**config.mk**
```make
export PLATFORM = sky130hd
export DESIGN_NAME = riscv_alu_issue
export DESIGN_NICKNAME = d
export VERILOG_FILES = /design/src/rtl/riscv_alu_issue_pkg.sv /design/src/rtl/riscv_alu_ctrl_dec.sv /design/src/rtl/riscv_alu_issue.sv
export SDC_FILE = /design/constraint.sdc
export NUM_CORES = 1
export LEC_CHECK = 0
export BUFFER_PORTS_ARGS = -buffer_cell sky130_fd_sc_hd__buf_2
export CORE_ASPECT_RATIO = 2
export CORE_UTILIZATION = 31
export CTS_BUF_LIST = sky130_fd_sc_hd__clkbuf_8
export DETAILED_ROUTE_END_ITERATION = 6
export GPL_ROUTABILITY_DRIVEN = 0
export HOLD_SLACK_MARGIN = 0.12
export SYNTH_ARGS = -nofsm -noshare
export SYNTH_HDL_FRONTEND = slang
export SYNTH_SLANG_ARGS = --single-unit
```
**constraint.sdc**
```tcl
create_clock -name i_clk -period 10.1 [get_ports i_clk]
set_clock_uncertainty 0.15 [all_clocks]
set_input_delay 2.02 -clock i_clk [delete_from_list [all_inputs] [get_ports i_clk]]
set_output_delay 2.02 -clock i_clk [all_outputs]
set_load 0.01 [all_outputs]
```
**src/rtl/riscv_alu_issue_pkg.sv**
```systemverilog
// Shared configuration for the execute issue path.
// Holds the data width, the RV32I major opcodes, the ALU control encoding
// (shared with the ALU itself), the operand-select codes, and a helper that
// maps funct3 plus the alternate bit onto an ALU operation.
package riscv_alu_issue_pkg;

  localparam int XLEN = 32;

  // RV32I major opcodes, instruction[6:0].
  localparam logic [6:0] OPC_OP     = 7'b0110011;
  localparam logic [6:0] OPC_OPIMM  = 7'b0010011;
  localparam logic [6:0] OPC_LUI    = 7'b0110111;
  localparam logic [6:0] OPC_AUIPC  = 7'b0010111;
  localparam logic [6:0] OPC_LOAD   = 7'b0000011;
  localparam logic [6:0] OPC_STORE  = 7'b0100011;
  localparam logic [6:0] OPC_BRANCH = 7'b1100011;
  localparam logic [6:0] OPC_JAL    = 7'b1101111;
  localparam logic [6:0] OPC_JALR   = 7'b1100111;

  // ALU control encoding; the ALU decodes exactly these values.
  typedef enum logic [3:0] {
    ALU_CTRL_ADD  = 4'd0,
    ALU_CTRL_SUB  = 4'd1,
    ALU_CTRL_SLL  = 4'd2,
    ALU_CTRL_SLT  = 4'd3,
    ALU_CTRL_SLTU = 4'd4,
    ALU_CTRL_XOR  = 4'd5,
    ALU_CTRL_SRL  = 4'd6,
    ALU_CTRL_SRA  = 4'd7,
    ALU_CTRL_OR   = 4'd8,
    ALU_CTRL_AND  = 4'd9
  } alu_ctrl_e;

  typedef enum logic [1:0] {
    A_SEL_ZERO,
    A_SEL_RS1,
    A_SEL_PC
  } a_sel_e;

  typedef enum logic [1:0] {
    B_SEL_ZERO,
    B_SEL_RS2,
    B_SEL_IMM,
    B_SEL_FOUR
  } b_sel_e;

  // One buffered issue entry as seen by the ALU / execute stage.
  typedef struct packed {
    logic [XLEN-1:0] a;
    logic [XLEN-1:0] b;
    alu_ctrl_e       ctrl;
    logic [4:0]      rd;
    logic [6:0]      opcode;
    logic            illegal;
  } issue_entry_t;

  // Register/immediate arithmetic map. 'alt' selects SUB for funct3 000 and
  // SRA for funct3 101; callers decide when the alternate bit is meaningful.
  function automatic alu_ctrl_e arith_ctrl(input logic [2:0] funct3,
                                           input logic       alt);
    alu_ctrl_e c;
    c = ALU_CTRL_ADD;
    case (funct3)
      3'b000: c = alt ? ALU_CTRL_SUB : ALU_CTRL_ADD;
      3'b001: c = ALU_CTRL_SLL;
      3'b010: c = ALU_CTRL_SLT;
      3'b011: c = ALU_CTRL_SLTU;
      3'b100: c = ALU_CTRL_XOR;
      3'b101: c = alt ? ALU_CTRL_SRA : ALU_CTRL_SRL;
      3'b110: c = ALU_CTRL_OR;
      3'b111: c = ALU_CTRL_AND;
      default: c = ALU_CTRL_ADD;
    endcase
    return c;
  endfunction

endpackage

```
**src/rtl/riscv_alu_ctrl_dec.sv**
```systemverilog
// Combinational ALU control decoder.
// Maps opcode / funct3 / funct7[5] onto an ALU operation, the A and B
// operand selects, and an illegal flag. Stateless so other stages can reuse it.
//   opcode, funct3, funct7_5 : instruction fields
//   ctrl                     : ALU control code
//   a_sel, b_sel             : operand source selects
//   illegal                  : opcode or branch funct3 not supported
module riscv_alu_ctrl_dec
  import riscv_alu_issue_pkg::*;
(
  input  logic [6:0] opcode,
  input  logic [2:0] funct3,
  input  logic       funct7_5,
  output alu_ctrl_e  ctrl,
  output a_sel_e     a_sel,
  output b_sel_e     b_sel,
  output logic       illegal
);

  always_comb begin
    // NOTE: every output gets a default before the case so no path can infer a latch.
    ctrl    = ALU_CTRL_ADD;
    a_sel   = A_SEL_ZERO;
    b_sel   = B_SEL_ZERO;
    illegal = 1'b0;
    case (opcode)
      OPC_OP: begin
        a_sel = A_SEL_RS1;
        b_sel = B_SEL_RS2;
        ctrl  = arith_ctrl(funct3, funct7_5);
      end
      OPC_OPIMM: begin
        // There is no SUBI: funct7[5] only distinguishes SRAI from SRLI.
        a_sel = A_SEL_RS1;
        b_sel = B_SEL_IMM;
        ctrl  = arith_ctrl(funct3, funct7_5 && (funct3 == 3'b101));
      end
      OPC_LUI: begin
        b_sel = B_SEL_IMM;
      end
      OPC_AUIPC: begin
        a_sel = A_SEL_PC;
        b_sel = B_SEL_IMM;
      end
      OPC_LOAD, OPC_STORE: begin
        a_sel = A_SEL_RS1;
        b_sel = B_SEL_IMM;
      end
      OPC_BRANCH: begin
        // funct3[2:1] picks the comparison; 01x has no branch encoding.
        case (funct3[2:1])
          2'b00: begin a_sel = A_SEL_RS1; b_sel = B_SEL_RS2; ctrl = ALU_CTRL_SUB;  end
          2'b10: begin a_sel = A_SEL_RS1; b_sel = B_SEL_RS2; ctrl = ALU_CTRL_SLT;  end
          2'b11: begin a_sel = A_SEL_RS1; b_sel = B_SEL_RS2; ctrl = ALU_CTRL_SLTU; end
          default: illegal = 1'b1;
        endcase
      end
      OPC_JAL, OPC_JALR: begin
        // The ALU produces the link value pc + 4.
        a_sel = A_SEL_PC;
        b_sel = B_SEL_FOUR;
      end
      default: illegal = 1'b1;
    endcase
  end

endmodule

```
**src/rtl/riscv_alu_issue.sv**
```systemverilog
// Execute-side issue stage.
// Accepts decoded fields from decode over valid/ready, builds the ALU
// operands and control code, and holds them in a 2-entry skid buffer so that
// o_id_ready is a register and never follows i_ex_ready combinationally.
//   i_clk, i_rstn       : clock, synchronous active-low reset
//   i_flush             : drop every buffered entry and the current input
//   i_id_* / o_id_ready : decode-side handshake and instruction fields
//   o_ex_valid / i_ex_ready : execute-side handshake on the head entry
//   o_alu_a/b/ctrl, o_ex_rd, o_ex_opcode, o_ex_illegal : head entry payload
module riscv_alu_issue
  import riscv_alu_issue_pkg::*;
(
  input  logic            i_clk,
  input  logic            i_rstn,
  input  logic            i_flush,
  input  logic            i_id_valid,
  output logic            o_id_ready,
  input  logic [6:0]      i_id_opcode,
  input  logic [2:0]      i_id_funct3,
  input  logic            i_id_funct7_5,
  input  logic [XLEN-1:0] i_id_pc,
  input  logic [XLEN-1:0] i_id_rs1_data,
  input  logic [XLEN-1:0] i_id_rs2_data,
  input  logic [XLEN-1:0] i_id_imm,
  input  logic [4:0]      i_id_rd,
  output logic            o_ex_valid,
  input  logic            i_ex_ready,
  output logic [XLEN-1:0] o_alu_a,
  output logic [XLEN-1:0] o_alu_b,
  output logic [3:0]      o_alu_ctrl,
  output logic [4:0]      o_ex_rd,
  output logic [6:0]      o_ex_opcode,
  output logic            o_ex_illegal
);

  typedef enum logic [1:0] {
    S_EMPTY,
    S_FULL,
    S_SKID
  } buf_state_e;

  localparam issue_entry_t ENTRY_RESET = '{
    a: '0, b: '0, ctrl: ALU_CTRL_ADD, rd: '0, opcode: '0, illegal: 1'b0
  };

  buf_state_e   state;
  issue_entry_t head;
  issue_entry_t skid;
  issue_entry_t in_entry;

  alu_ctrl_e dec_ctrl;
  a_sel_e    dec_a_sel;
  b_sel_e    dec_b_sel;
  logic      dec_illegal;

  logic accept;
  logic pop;

  riscv_alu_ctrl_dec u_dec (
    .opcode   (i_id_opcode),
    .funct3   (i_id_funct3),
    .funct7_5 (i_id_funct7_5),
    .ctrl     (dec_ctrl),
    .a_sel    (dec_a_sel),
    .b_sel    (dec_b_sel),
    .illegal  (dec_illegal)
  );

  // Operand muxes: build the entry that would be written on accept.
  always_comb begin
    in_entry         = ENTRY_RESET;
    in_entry.ctrl    = dec_ctrl;
    in_entry.rd      = i_id_rd;
    in_entry.opcode  = i_id_opcode;
    in_entry.illegal = dec_illegal;
    case (dec_a_sel)
      A_SEL_RS1: in_entry.a = i_id_rs1_data;
      A_SEL_PC:  in_entry.a = i_id_pc;
      default:   in_entry.a = '0;
    endcase
    case (dec_b_sel)
      B_SEL_RS2:  in_entry.b = i_id_rs2_data;
      B_SEL_IMM:  in_entry.b = i_id_imm;
      B_SEL_FOUR: in_entry.b = XLEN'(4);
      default:    in_entry.b = '0;
    endcase
  end

  assign accept = i_id_valid & o_id_ready;
  assign pop    = o_ex_valid & i_ex_ready;

  // Buffer FSM. o_id_ready and o_ex_valid are registered alongside the state
  // so neither is a decode of anything combinational.
  always_ff @(posedge i_clk) begin
    if (!i_rstn) begin
      // NOTE: non-blocking assignments throughout sequential logic so every flop samples pre-edge values.
      state      <= S_EMPTY;
      o_ex_valid <= 1'b0;
      o_id_ready <= 1'b1;
      // The head drives the outputs directly, so it is cleared to show reset values.
      head       <= ENTRY_RESET;
    end else if (i_flush) begin
      state      <= S_EMPTY;
      o_ex_valid <= 1'b0;
      o_id_ready <= 1'b1;
    end else begin
      case (state)
        S_EMPTY: begin
          if (accept) begin
            head       <= in_entry;
            state      <= S_FULL;
            o_ex_valid <= 1'b1;
          end
        end
        S_FULL: begin
          if (accept && pop) begin
            head <= in_entry;
          end else if (accept) begin
            state      <= S_SKID;
            o_id_ready <= 1'b0;
          end else if (pop) begin
            state      <= S_EMPTY;
            o_ex_valid <= 1'b0;
          end
        end
        S_SKID: begin
          if (pop) begin
            head       <= skid;
            state      <= S_FULL;
            o_id_ready <= 1'b1;
          end
        end
        default: begin
          state      <= S_EMPTY;
          o_ex_valid <= 1'b0;
          o_id_ready <= 1'b1;
        end
      endcase
    end
  end

  // NOTE: the skid payload has no reset; its contents are only read once the state says it is valid.
  always_ff @(posedge i_clk) begin
    if (i_rstn && !i_flush && (state == S_FULL) && accept && !pop) begin
      skid <= in_entry;
    end
  end

  assign o_alu_a      = head.a;
  assign o_alu_b      = head.b;
  assign o_alu_ctrl   = head.ctrl;
  assign o_ex_rd      = head.rd;
  assign o_ex_opcode  = head.opcode;
  assign o_ex_illegal = head.illegal;

endmodule

```
After elaboration in Yosys (flattened, before gate mapping)

Cells that the tools add are included.
W data, S select, Z words.

Flip-flop bits (word level): 166
Output and inout port bits: 83

Eq/ne operators: 33
Multiplexer cells: 34
Bitwise operators: 6
Reduce and logical (&&, ||, !) cells: 23

Operators with widths:

| cell                 | count |
|---|---|
| $mux W81             | 3 |
| $pmux W81 S3         | 1 |
| $pmux W32 S3         | 1 |
| $pmux W32 S2         | 1 |
| $pmux W4 S8          | 2 |
| $eq A7 B6 Y1 const B | 3 |
| $eq A7 B7 Y1 const B | 3 |
| $eq A7 B5 Y1 const B | 2 |
| $ne A2 B2 Y1 const B | 7 |
| $mux W1              | 13 |
| $eq A2 B2 Y1 const B | 6 |
| $eq A3 B3 Y1 const B | 4 |
| $pmux W2 S3          | 2 |
| $pmux W4 S3          | 1 |
| $mux W2              | 5 |
| $reduce_and A5 Y1    | 2 |
| $pmux W3 S3          | 1 |
| $pmux W2 S4          | 1 |
| $reduce_and A4 Y1    | 2 |
| $reduce_or A8 Y1     | 1 |
| $eq A7 B2 Y1 const B | 1 |
| $eq A2 B1 Y1 const B | 3 |
| $eq A3 B2 Y1 const B | 2 |
| $logic_and A1 B1 Y1  | 6 |
| other kinds (14)     | 23 |

Longest topological paths before layout

Gate-level depths: netlist of run 1.

Depth in word-level cells: 8
Gate-level depth with buffers: 13
Mapped depth without buffers: 10

Modules after synthesis

A second synthesis of run 1 with hierarchy kept.

Cells, all modules: 672
Area, all modules: 7250.7 um2

By module, submodules not included:

| module             | times used | cells an instance | area each (um2) | sequential area each (um2) |
|---|---|---|---|---|
| riscv_alu_issue    | 1          | 629               | 6982.9          | 4134.0 |
| riscv_alu_ctrl_dec | 1          | 43                | 267.8           | 0.0 |

Worst setup path before layout of run 1

OpenSTA, ideal clock, no wires.

Path kind: input to register
Start: input port i_id_valid
End: register skid[0] in the netlist's numbering, enable pin
Setup time: 0.449 ns
Data arrival time: 4.240 ns
Required time: 9.501 ns
Slack: 5.261 ns
Stages on the path: 3
Buffers on the path: 0
Cell sequence: nand2_1 nor2_1 and3_1

Cells in the longest elaborated chain, start to end: 3

Ends and longest elaborated chain:

| what                             | RTL line               | text |
|---|---|---|
| start, declared                  | riscv_alu_issue.sv:16  | `input logic i_id_valid,` |
| $and A1 B1 Y1                    | riscv_alu_issue.sv:89  | `assign accept = i_id_valid & o_id_ready;` |
| $logic_and A1 B1 Y1 (2 in a row) | riscv_alu_issue.sv:144 | `if (i_rstn && !i_flush && (state == S_FULL) && accept && !pop) begin` |
| end signal, assigned             | riscv_alu_issue.sv:145 | `skid <= in_entry;` |
| end, declared                    | riscv_alu_issue.sv:48  | `issue_entry_t skid;` |

Every way passes these cells.
A chain may end at the register's enable or synchronous reset.

Worst setup path after layout of run 1

Start: input port i_rstn
End: register skid[16] in the netlist's numbering, enable pin

Cells in the longest elaborated chain, start to end: 4

Ends and longest elaborated chain:

| what                             | RTL line               | text |
|---|---|---|
| start, declared                  | riscv_alu_issue.sv:14  | `input logic i_rstn,` |
| $logic_and A1 B1 Y1 (4 in a row) | riscv_alu_issue.sv:144 |  |

Every way passes these cells.

==> results.toml, run 1 <==
[run_status]
status = "finished clean"

[timing]
hold_violations = 0
period_needed_ps = 4530
fmax_mhz = 221
grt_setup_unrepaired = "no"
setup_viol = 0
slew_headroom = 0.371
maxSlewViolCount = 0
worst_pin_slew_ps = 943
timing.final.crit_share = 0.449
setup-tns-final_ps = 0

[setup_path]
worst_path_max_delay_cell = "buf_4"
critPathTopFamily = "buffers and inverters"
crit_arrival_ps = 4490
cp-start-kind = "primary input"
crit_chain = "buf_2 -> clkinv_2 -> nor2_1 -> and3_4 -> buf_4"
cp.required_ps = 10060
critPathCaptureType = "flop"
critical_path_buf_inv_count = 3
max_stage_delay_ps = 680
path_max_fanout = 51
crit_type = "primary input to flop"

[clock_tree]
ctsResizeCount = 0
ctsHoldBuffers = 0
cts_root_buffer = "clkbuf_8"
cts-htree-levels = 4
cts_buffer_depth = 2
numCtsBuffers = 17
path_clk_slew_ps = 90
clock_latency_ps = 480
post_cts_buffers = 0
cts_tree = "yes"
cts.sinks = 166

[yosys]
synthTopCellsByArea = "edfxtp_1 31%, dfxtp_1 21%, a32oi_2 6.1%"
ys_seq_elements = 166
synth-async-reset-ratio = 0
yosys_warnings = 0
ys_top_cells_by_count = "104 x nand2_1, 87 x nor2_1, 85 x dfxtp_1, 81 x edfxtp_1, 45 x a311oi_1"
syn_area_per_cell_sq_um = 11.0
synthCells = 725
syn-cell-area_sq_um = 7940
synth_edf_count = 81
synth_most_common_cell = "nand2_1"
synthDistinctLibCells = 60
synth_fp_nets = 876
ys_seq_area_frac = 0.521
netlist.area_leader.share = 0.306
synth_top_cell_by_area = "edfxtp_1"
ys.flop_type = "dfxtp_1"

[global_route]
grt_pass1_wl_microns = 33900
grt_pass1_vias = 6162
grt_max_degree = 60
grt-ovfl-total = 0
grtUsageTotal = 0.173
antenna_found_initial = 2

[route]
drtIter0Drc = 373
wire_per_inst_microns = 17.3
drc = 0
dr.pass1.iters = 5
antenna_left = 0
via_per_inst = 4.91
wl_microns = 22100
dr_total_vias = 6271

[floorplan]
coreArea_sq_um = 25100
die-area_sq_um = 26300
pin_count = 232
start_util = 0.316
dieHeight_microns = 228
die_x_microns = 115
num_rows = 82

[power_and_ir_drop]
ir_drop_mv = 0.0865
power.leakage_nw = 3.60
cellPowerDensity_nw_per_um2 = 143
power_mw = 1.38

[cells_and_area]
nets = 1076
stdcell_count = 1276
area_delta_synth_final_pct = 21.6
fill_cells = 2530
drive_above_1_share = 0.376

[hold_path]
hold_path.class = "flop to flop"

[placed_design]
dpl.cell_count = 1242
hpwl_microns = 15100
port_buffers = 231

[run]
drv_cap = 0
path summary, 6_finish.rpt:
| kind | from | endpoint | cells after the start | slack (ps) |
|---|---|---|---|---|
| max reg2reg | o_ex_valid | o_alu_b[28] | 6 | 6850 |
| min reg2reg | o_alu_b[28] | o_alu_b[28] | 2 | 330 |
| max | i_rstn | skid[16] | 5 | 5570 |
| min | o_alu_b[28] | o_alu_b[28] | 2 | 330 |
worst reg2reg max path, cell delays in order, from the launching register on:
cell and delay [ps]:
dfxtp_1 480, a21boi_2 140, o32ai_2 330, nor2b_4 790, buf_4 740, o21ai_0 250, a221oi_1 300
layout by cell type, fill, tap and decap left out, types with 3 or more instances in the layout:
cell / Yosys / layout
buf_2: 15 / 231
nand2_1: 104 / 104
nor2_1: 87 / 86
dfxtp_1: 85 / 85
edfxtp_1: 81 / 81
a311oi_1: 45 / 45
inv_1: 38 / 39
a22oi_1: 33 / 33
nand2b_1: 32 / 31
a32oi_2: 30 / 30
mux2i_1: 30 / 30
a211oi_2: 30 / 30
clkbuf_8: 0 / 23
buf_4: 9 / 12
o21ai_0: 7 / 7
a21oi_1: 7 / 7
clkinv_2: 0 / 6
a32oi_1: 4 / 4
o21bai_1: 3 / 3
stage by stage:
| stage | utilization | hold WS [ps] | worst slack [ps] | instance area [sq um] |
|---|---|---|---|---|
| floorplan | - | 343 | 5260 | 7940 |
| global placement | 0.369 | 306 | 4960 | 9280 |
| detailed placement | 0.369 | 317 | 4950 | 9280 |
| CTS | 0.384 | 330 | 5490 | 9650 |
| global route | 0.384 | 358 | 5270 | 9650 |
| finish | 0.384 | 327 | 5570 | 9650 |
layer usage:
| metal | track usage | share of wire | vias to the layer above |
|---|---|---|---|
| li1 | - | - | 3054 |
| met2 | 0.335 | 0.58 | 169 |
| met5 | 0 | 0 | - |
| met4 | 0.0710 | 0.023 | 0 |
| met3 | 0.0406 | 0.037 | 21 |
| met1 | 0.170 | 0.36 | 3027 |
area by class of cell:
cell class	instances	area [sq um]	area share
sequential	166	4130	0.428
multi-input combinational	459	3340	0.346
timing repair buffer	243	1250	0.129
tap	336	420	0.0435
clock buffer	23	317	0.0328
inverter	38	144	0.0149
clock inverter	9	48.8	0.00505
antenna	2	5.00	0.000518
cells by family after synthesis:
kind of cell	share of synthesized area
buf+inv	0.0627
mux	0.0407
xor+xnor	0.00221
flops	0.521
compound gates	0.232
simple gates	0.139
fa+ha+maj	0.00315
report_power, final:
group / total, mW / switching [mW] / internal, mW
Combinational: 0.180 / 0.104 / 0.0757
Clock: 0.457 / 0.251 / 0.206
Sequential: 0.741 / 0.0132 / 0.728
registers in the layout (all words and copies together) (netlist names):
name / count
state: 2
o_alu_ctrl: 4
o_id_ready: 1
o_ex_opcode: 7
o_alu_b: 32
skid: 81
o_ex_valid: 1
o_alu_a: 32
o_ex_illegal: 1
o_ex_rd: 5
No activity file was read; power rests on OpenSTA's default activity.
==> inputs of run 2 (changes only) <==
Clock period 10.1 ns to 4.09 ns, I/O delays scaled along.
==> results.toml, run 2 (synthesized netlist as in run 1, its figures left out) <==
[run_status]
status = "finished clean"

[route]
drtIter0Drc = 237
drc = 0
wire_per_inst_microns = 17.6
via_per_inst = 4.95
wl_microns = 22500
antenna_left = 0
dr_total_vias = 6327
dr.pass1.iters = 4

[clock_tree]
post_cts_buffers = 0
path_clk_slew_ps = 100
ctsResizeCount = 0
cts_tree = "yes"
cts_buffer_depth = 2
ctsHoldBuffers = 0
cts-htree-levels = 4
numCtsBuffers = 17
cts_root_buffer = "clkbuf_8"
clock_latency_ps = 490
cts.sinks = 166

[setup_path]
reg2reg_depth = 6
cp-start-kind = "primary input"
r2r_end = "o_alu_b[28]"
cp.required_ps = 4270
path_max_fanout = 32
r2r_setup_slack_ps = 1730
crit_type = "primary input to flop"
rr_startpoint = "state[0]"
crit_arrival_ps = 3180
critPathCaptureType = "flop"

[timing]
worst_hold_slack_ps = 341
fmax_mhz = 333
timing.final.crit_share = 0.734
maxSlewViolCount = 0
period_needed_ps = 3000
worst_pin_slew_ps = 1190
slew_headroom = 0.206
grt_setup_unrepaired = "no"
setup_viol = 0
setup-tns-final_ps = 0
hold_violations = 0

[power_and_ir_drop]
power.leakage_nw = 3.66
ir_drop_mv = 0.182
cellPowerDensity_nw_per_um2 = 371

[floorplan]
coreArea_sq_um = 25100
die-area_sq_um = 26300
die_x_microns = 115
dieHeight_microns = 228
pin_count = 232
num_rows = 82
start_util = 0.316

[cells_and_area]
largest_reg_flops = 81
fin_util = 0.390
fill_cells = 2566
layout_commonest_cell = "buf_2"
postLayoutCellArea_sq_um = 9800
drive_above_1_share = 0.380
area_delta_synth_final_pct = 23.5
stdcell_count = 1279
nets = 1080
top_register = "skid"
final_cell_mix = "231 x buf_2, 104 x nand2_1, 86 x nor2_1"

[hold_path]
worstHoldPathCells = 2
hold_path.class = "flop to flop"
min_from = "o_alu_b[28]"
min_to = "o_alu_b[28]"

[global_route]
grt_pass1_vias = 6362
grt_max_degree = 93
antenna_found_initial = 3
grt-ovfl-total = 0
grt_pass1_wl_microns = 34700
grtUsageTotal = 0.177

[placed_design]
placedInstanceArea_sq_um = 9350
dpl.cell_count = 1246
port_buffers = 231
hpwl_microns = 15200

[run]
drv_cap = 0
## run 2: cell types whose count changed in the layout (fill, tap and decap cells not counted)
cell,delta
buf_12,+3
buf_4,+1
bufinv_16,+4
clkbuf_8,-3
clkinv_2,-3
clkinv_4,+2
clkinvlp_4,+1
diode_2,-1
inv_1,-1
## run 2: layer usage
metal / routed length, microns / vias up / track usage
li1: - / 3064 / -
met1: 8190 / 3039 / 0.174
met2: 12700 / 190 / 0.339
met3: 949 / 30 / 0.0422
met4: 601 / 4 / 0.0804
met5: 27 / - / 0
## run 2: power breakdown
group / total (mW) / internal [mW] / switching (mW)
Clock: 1.35 / 0.713 / 0.641
Combinational: 0.449 / 0.190 / 0.259
Sequential: 1.83 / 1.80 / 0.0327
## run 2: cell type report
class / count / area (sq um) / share of cell area
clock buffer: 20 / 275 / 0.0281
timing repair buffer: 247 / 1310 / 0.134
sequential: 166 / 4130 / 0.422
tap: 336 / 420 / 0.0429
multi-input combinational: 459 / 3340 / 0.341
inverter: 38 / 144 / 0.0147
clock inverter: 12 / 175 / 0.0179
antenna: 1 / 2.50 / 0.000255
## run 2: critical path, stage by stage
cell       delay [ps]
buf_2             210
or2b_1            300
nor3_1            160
o2111ai_1         170
ha_1             1120
nor2_1            170
nand2_1           110
a311oi_1          100
## run 2: how the worst max path moves through the flow
stage,from,end,slack (ps),cells past startpoint
2_1_floorplan,i_id_valid,skid[0],450,3
4_1_cts,i_id_opcode[4],o_alu_a[26],1070,8
5_1_grt,i_id_opcode[4],o_alu_a[16],890,8
3_3_place_gp,i_id_opcode[4],o_alu_a[27],540,8
6_report,i_id_opcode[4],o_alu_a[15],1090,8
3_5_place_dp,i_id_opcode[4],o_alu_a[26],510,8
## run 2: stage by stage
stage	setup WS [ps]	power (mW)
final	1090	3.63
after global routing	887	3.79
after CTS	1070	3.69
after detailed placement	508	2.32
after global placement	536	2.32
after floorplan	453	2.12
